`config.mk`:
```
export PLATFORM = sky130hd
export DESIGN_NAME = uart_rx_fifo
export DESIGN_NICKNAME = d
export VERILOG_FILES = /design/src/rtl/uart_rx_fifo.sv
export SDC_FILE = /design/constraint.sdc
export NUM_CORES = 1
export LEC_CHECK = 0
export BUFFER_PORTS_ARGS = -buffer_cell sky130_fd_sc_hd__buf_2
export CORE_UTILIZATION = 45
export DETAILED_ROUTE_END_ITERATION = 10
export PLACE_DENSITY_LB_ADDON = 0.1
export SYNTH_ARGS = -nofsm -noshare
export SYNTH_HDL_FRONTEND = slang
export SYNTH_SLANG_ARGS = --single-unit
```
`constraint.sdc`:
```
create_clock -name clk -period 4.1 [get_ports clk]
set_input_delay 0.41 -clock clk [delete_from_list [all_inputs] [get_ports clk]]
set_output_delay 0.41 -clock clk [all_outputs]
set_load 0.005 [all_outputs]
```
`src/rtl/uart_rx_fifo.sv`:
```
// uart_rx_fifo
//   UART receive channel with a show-ahead receive FIFO for the APB peripheral
//   subsystem. A 2-flop synchroniser feeds a five-state receiver that samples
//   each bit at mid-period. Finished frames are pushed as {ferr, perr, data}.
//
// Ports
//   clk       single clock, rising edge
//   rst       asynchronous, active-high reset
//   rxd       serial input, idle high, asynchronous to clk
//   rx_ready  consumer accepts the head entry (pop when rx_valid && rx_ready)
//   clr_ovr   single-cycle pulse, clears the overrun flag
//   rx_valid  FIFO not empty
//   rx_data   head entry data (zero while empty)
//   rx_perr   head entry parity error
//   rx_ferr   head entry framing error
//   overrun   sticky: a frame was dropped because the FIFO was full
//   level     current FIFO occupancy
//   busy      receiver not idle
module uart_rx_fifo #(
  parameter int DATA_BITS    = 8,
  parameter int PARITY_EN    = 1,
  parameter int PARITY_ODD   = 0,
  parameter int CLKS_PER_BIT = 16,
  parameter int FIFO_DEPTH   = 4
) (
  input  logic                          clk,
  input  logic                          rst,
  input  logic                          rxd,
  input  logic                          rx_ready,
  input  logic                          clr_ovr,
  output logic                          rx_valid,
  output logic [DATA_BITS-1:0]          rx_data,
  output logic                          rx_perr,
  output logic                          rx_ferr,
  output logic                          overrun,
  output logic [$clog2(FIFO_DEPTH):0]   level,
  output logic                          busy
);

  localparam int CW = $clog2(CLKS_PER_BIT);
  localparam int BW = $clog2(DATA_BITS);
  localparam int AW = $clog2(FIFO_DEPTH);
  localparam int LW = AW + 1;

  typedef enum logic [2:0] {IDLE, START, DATA, PARITY, STOP} state_t;

  typedef struct packed {
    logic                 ferr;
    logic                 perr;
    logic [DATA_BITS-1:0] data;
  } entry_t;

  // Synchroniser flops reset to the idle line level so release of reset
  // cannot look like a start bit.
  logic sync1, sync2, rxs;

  // NOTE: every clocked process uses non-blocking assignments so all flops
  // update together from pre-edge values, regardless of process order.
  always_ff @(posedge clk or posedge rst) begin
    if (rst) begin
      sync1 <= 1'b1;
      sync2 <= 1'b1;
    end else begin
      sync1 <= rxd;
      sync2 <= sync1;
    end
  end

  assign rxs = sync2;

  // Receiver
  state_t               state, state_n;
  logic [CW-1:0]        cnt;
  logic [BW-1:0]        bit_idx;
  logic [DATA_BITS-1:0] shreg;
  logic                 perr_q;
  logic                 cnt_clr, shift_en, par_en, push_req;
  logic                 half_pt, full_pt;

  assign half_pt = (cnt == CW'(CLKS_PER_BIT/2 - 1));
  assign full_pt = (cnt == CW'(CLKS_PER_BIT - 1));

  always_ff @(posedge clk or posedge rst) begin
    if (rst) state <= IDLE;
    else     state <= state_n;
  end

  // NOTE: every output of this block gets a default first, so no path
  // through the case statement can leave a value held (no latch).
  always_comb begin
    state_n  = state;
    cnt_clr  = 1'b0;
    shift_en = 1'b0;
    par_en   = 1'b0;
    push_req = 1'b0;
    case (state)
      IDLE: begin
        if (!rxs) begin
          state_n = START;
          cnt_clr = 1'b1;
        end
      end
      START: begin
        // Half-bit check rejects line glitches shorter than half a bit.
        if (half_pt) begin
          cnt_clr = 1'b1;
          state_n = rxs ? IDLE : DATA;
        end
      end
      DATA: begin
        if (full_pt) begin
          cnt_clr  = 1'b1;
          shift_en = 1'b1;
          if (bit_idx == BW'(DATA_BITS - 1))
            state_n = (PARITY_EN != 0) ? PARITY : STOP;
        end
      end
      PARITY: begin
        if (full_pt) begin
          cnt_clr = 1'b1;
          par_en  = 1'b1;
          state_n = STOP;
        end
      end
      STOP: begin
        // Push at mid stop bit; the idle half-bit that follows is where a
        // back-to-back start bit may begin.
        if (full_pt) begin
          cnt_clr  = 1'b1;
          push_req = 1'b1;
          state_n  = IDLE;
        end
      end
      default: state_n = IDLE;
    endcase
  end

  always_ff @(posedge clk or posedge rst) begin
    if (rst) begin
      cnt     <= '0;
      bit_idx <= '0;
      shreg   <= '0;
      perr_q  <= 1'b0;
    end else begin
      cnt <= (cnt_clr || state == IDLE) ? '0 : cnt + CW'(1);
      if (state == START) begin
        bit_idx <= '0;
        perr_q  <= 1'b0;
      end
      if (shift_en) begin
        shreg   <= {rxs, shreg[DATA_BITS-1:1]};
        bit_idx <= bit_idx + BW'(1);
      end
      if (par_en)
        perr_q <= (((^shreg) ^ rxs) != (PARITY_ODD != 0));
    end
  end

  assign busy = (state != IDLE);

  // FIFO
  entry_t        mem [FIFO_DEPTH];
  entry_t        wr_entry, head;
  logic [AW-1:0] wptr, rptr;
  logic          full, pop, push, ovr_set;

  assign full     = (level == LW'(FIFO_DEPTH));
  assign rx_valid = (level != '0);
  assign pop      = rx_valid && rx_ready;
  // A pop in the same cycle frees the slot, so a full FIFO still accepts.
  assign push     = push_req && (!full || pop);
  assign ovr_set  = push_req && full && !pop;
  assign wr_entry = '{ferr: ~rxs, perr: perr_q, data: shreg};

  // NOTE: the storage array has no reset; the head is masked by rx_valid so
  // stale contents are never observable.
  always_ff @(posedge clk) begin
    if (push) mem[wptr] <= wr_entry;
  end

  always_ff @(posedge clk or posedge rst) begin
    if (rst) begin
      wptr    <= '0;
      rptr    <= '0;
      level   <= '0;
      overrun <= 1'b0;
    end else begin
      if (push) wptr <= wptr + AW'(1);
      if (pop)  rptr <= rptr + AW'(1);
      case ({push, pop})
        2'b10:   level <= level + LW'(1);
        2'b01:   level <= level - LW'(1);
        default: level <= level;
      endcase
      // Set has priority over a coincident clear.
      if (ovr_set)      overrun <= 1'b1;
      else if (clr_ovr) overrun <= 1'b0;
    end
  end

  assign head    = mem[rptr];
  assign rx_data = rx_valid ? head.data : '0;
  assign rx_perr = rx_valid & head.perr;
  assign rx_ferr = rx_valid & head.ferr;

endmodule

```
==> summary.md <==
| Metric | Value |
|---|---|
| CP Max Fanout | 12 |
| Max-cap violations | 0 |
| CP Class | reg2out |
| Insertion delay to the later sink of the worst-skew pair | 330 ps |
| PwrDens | between 500 and 600 nW/µm² |
| Detailed Route WL | roughly 5000 µm |
| Wire per inst | 16.8 µm |
| Rows | 29 |
| Vias in the first global route | around 1,600 |
| VDD IR max | between 0.0003 and 0.0004 V |
| Reg-to-reg endpoint | level[2]$_DFFE_PP0P_ |
| Initial antenna violation count | 0 |
| # clock sinks | 69 |
| Root Buffer Master | clkbuf_8 |
| Mean Syn Cell Area | roughly 16 µm² |
| Clk_skew | 5.92 ps |
| Die Ht | roughly 84 µm |
| Int Pwr | approximately 1.5 mW |
| Clk pwr share | 0.321 |
| Post-CTS Resized | 0 |
| Vias per Instance | 5.14 |
| Core Util, Final | 0.533 |
| Slew headroom | 0.265 |
| Buf/Inv on CP | 1 |
| Register-to-Register Path Depth | 9 |
| Most common cell after layout, fill and taps aside | edfxtp_1 |
| Routed via count | around 1,500 |
| Yosys reg bits | 69 |
| CTS Buf Count | 9 |
| Reg2reg start | level[0]$_DFFE_PP0P_ |
| Comb pwr share | 0.218 |
| Dominant synthesized flop cell | edfxtp_1 |
| Result of the run | complete, no violations |
| Sw Ratio | 0.279 |
| CP endpoint kind | output pin |
| Worst slew pin tran | between 1000 and 1500 ps |
| Hold-fix buffers, CTS | 0 |
| Area growth syn-to-layout | 13.1% |
| Distinct cells, synth | 40 |
| RSZ-0062 raised after global routing | no |
| Slowest stage delay, CP | approximately 820 ps |
| Final min period | around 2400 ps |
| Setup crit start kind | flip-flop |
| Crit-path cells | mux4_2 > and2_1 > buf_2 |
| Sequential share of power | 0.460 |
| Post-DRT Antenna Nets | 0 |
| Max frequency | roughly 400 MHz |
| Yosys synthesis warning count | 0 |
| Psw | between 500 and 600 µW |
| Worst EP arrival | between 2000 and 2500 ps |
| WP depth | 3 |
| First-pass GRT wire length | around 8300 µm |
| Ports | 21 |
| Clock slew at reported path FFs | approximately 70 ps |
| Layout cells sized above 1 | 0.294 |
| Largest net degree at the start of global routing | 30 |
| Setup slack, reg-to-reg | about 1800 ps |
| Worst Hold Class | in2reg |
| Top Family by Delay on Critical Path | flip-flops |
| DRC viols | 0 |
| Cells after synthesis | 192 |
| Core area | ~6400 µm² |
| Mapped Area | about 3000 µm² |
| Post-Route Setup TNS | 0 ps |
| PortBufs | 20 |
| Pleak | about 1.4 nW |
| Syn Nets | around 210 |
| CP max stage cell | dfrtp_1 |
| GR Overflow Total | 0 |
| Final count of hold timing violations | 0 |
| TritonCTS clock tree | built |
| Initial DRT Pass Iterations | 4 |
| Post CTS Setup Buffer Count | 0 |
| Post-synth EDFFs | 40 |
| Clk buf depth | 2 |
| Most frequent cells in the layout | edfxtp_1 (40), dfrtp_1 (27), buf_2 (20) |
| Fin nets | 230 |
| DP HPWL | between 3000 and 4000 µm |
| Die Area | approximately 7000 µm² |
| Starting Density | 0.471 |
| H-tree levels | 3 |
| Setup violators final | 0 |
| Drt initial violations | 123 |
| Seq/Total Area, Yosys | 0.641 |
| GRT Resource Usage Total | 0.160 |
| Worst Setup SP | rptr[0]$_DFFE_PP0P_ |
| DIE WIDTH | between 80 and 90 µm |
| Slew Viols, Final | 0 |
| Period utilization | 0.596 |
| Final GP Congestion | 0.766 |
| WP data required | between 3000 and 4000 ps |
| N_diodes | 0 |
| FFs w/ async S/R, synth | 0.420 |
| CP endpoint | rx_data[7] |
## state kept, by name, indices dropped and copies added, names as in the netlist, 2 cells and up
| signal | cells |
|---|---|
| bit_idx | 3 |
| cnt | 4 |
| level | 3 |
| mem | 40 |
| rptr | 2 |
| shreg | 8 |
| state | 3 |
| wptr | 2 |
## metrics by stage
stage / instance area, µm² / std cells / power (mW) / setup slack, ps / hold WS, ps
floorplan: 3010 / 192 / 1.24 / 1920 / 345
global placement: 3160 / 282 / 1.36 / 1840 / 347
detailed placement: 3160 / 282 / 1.38 / 1790 / 354
CTS: 3400 / 298 / 2.04 / 1590 / 157
global route: 3400 / 298 / 2.12 / 1510 / 156
finish: 3400 / 298 / 2.01 / 1660 / 174
## worst register-to-register path, stage by stage (launching register included)
cell,delay (ps)
dfrtp_1,440
or4b_4,570
nor2b_4,170
inv_1,60
ha_1,170
inv_1,60
fa_1,370
xor2_1,150
nor2_1,110
xor2_1,140
## final cells by class
type	count	area (µm²)
Multi-Input combinational cell	104	993
Clock buffer	9	124
Tap cell	77	96.3
Fill cell	539	2980
Timing Repair Buffer	20	100
Inverter	12	45.0
Sequential cell	69	1930
Clock inverter	7	114
## routing by layer
| metal | share of wire | vias up | routed length [µm] | global-route usage |
|---|---|---|---|---|
| li1 | - | 738 | - | - |
| met1 | 0.44 | 759 | 2210 | 0.198 |
| met2 | 0.51 | 26 | 2570 | 0.268 |
| met3 | 0.029 | 9 | 147 | 0.0336 |
| met4 | 0.017 | 0 | 83 | 0.0770 |
| met5 | 0 | - | 0 | 0 |
## worst min-delay path by stage
stage | from | cells after the start | slack (ps) | end
after CTS | rxd | 1 | 160 | sync1$_DFF_PP1_
final | rxd | 1 | 170 | sync1$_DFF_PP1_
after global placement | sync1$_DFF_PP1_ | 0 | 350 | rxs$_DFF_PP1_
after detailed placement | sync1$_DFF_PP1_ | 0 | 350 | rxs$_DFF_PP1_
after global routing | rxd | 1 | 160 | sync1$_DFF_PP1_
after floorplan | sync1$_DFF_PP1_ | 0 | 350 | rxs$_DFF_PP1_
## cells in the mapped netlist, types with 2 or more instances
library cell / n / area (µm²)
mux2_2: 5 / 56.3
nand3_1: 6 / 30.0
clkbuf_1: 3 / 11.3
ha_1: 8 / 100
nor2_1: 7 / 26.3
o21ai_0: 7 / 35.0
dfstp_2: 2 / 52.6
mux4_2: 10 / 225
xor2_1: 5 / 43.8
nand2_1: 6 / 22.5
inv_1: 12 / 45.0
and2_2: 4 / 30.0
edfxtp_1: 40 / 1200
xnor2_1: 10 / 87.6
dfrtp_1: 27 / 676
nand3b_1: 2 / 15.0
buf_2: 2 / 10.0
and2_1: 11 / 68.8
or3_1: 2 / 12.5
mux2_4: 3 / 45.0
## power groups by stage
stage          registers (mW)  logic [mW]  clock network (mW)
3_5_place_dp            0.942       0.442                   0
4_1_cts                 0.927       0.450               0.660
5_1_grt                 0.942       0.491               0.691
3_3_place_gp            0.934       0.424                   0
2_1_floorplan           0.855       0.386                   0
6_report                0.926       0.439               0.647
## logic make-up (layout without fill, tap and decap cells)
family	count (synthesis)	count (layout)	share of synthesized area
simple gates	46	46	0.0978
fa+ha+maj	9	9	0.0399
compound gates	14	14	0.0295
xor+xnor	16	16	0.0512
mux	19	19	0.112
buf+inv	19	48	0.0283
flops	69	69	0.641
No activity file was read; power rests on OpenSTA's default activity.
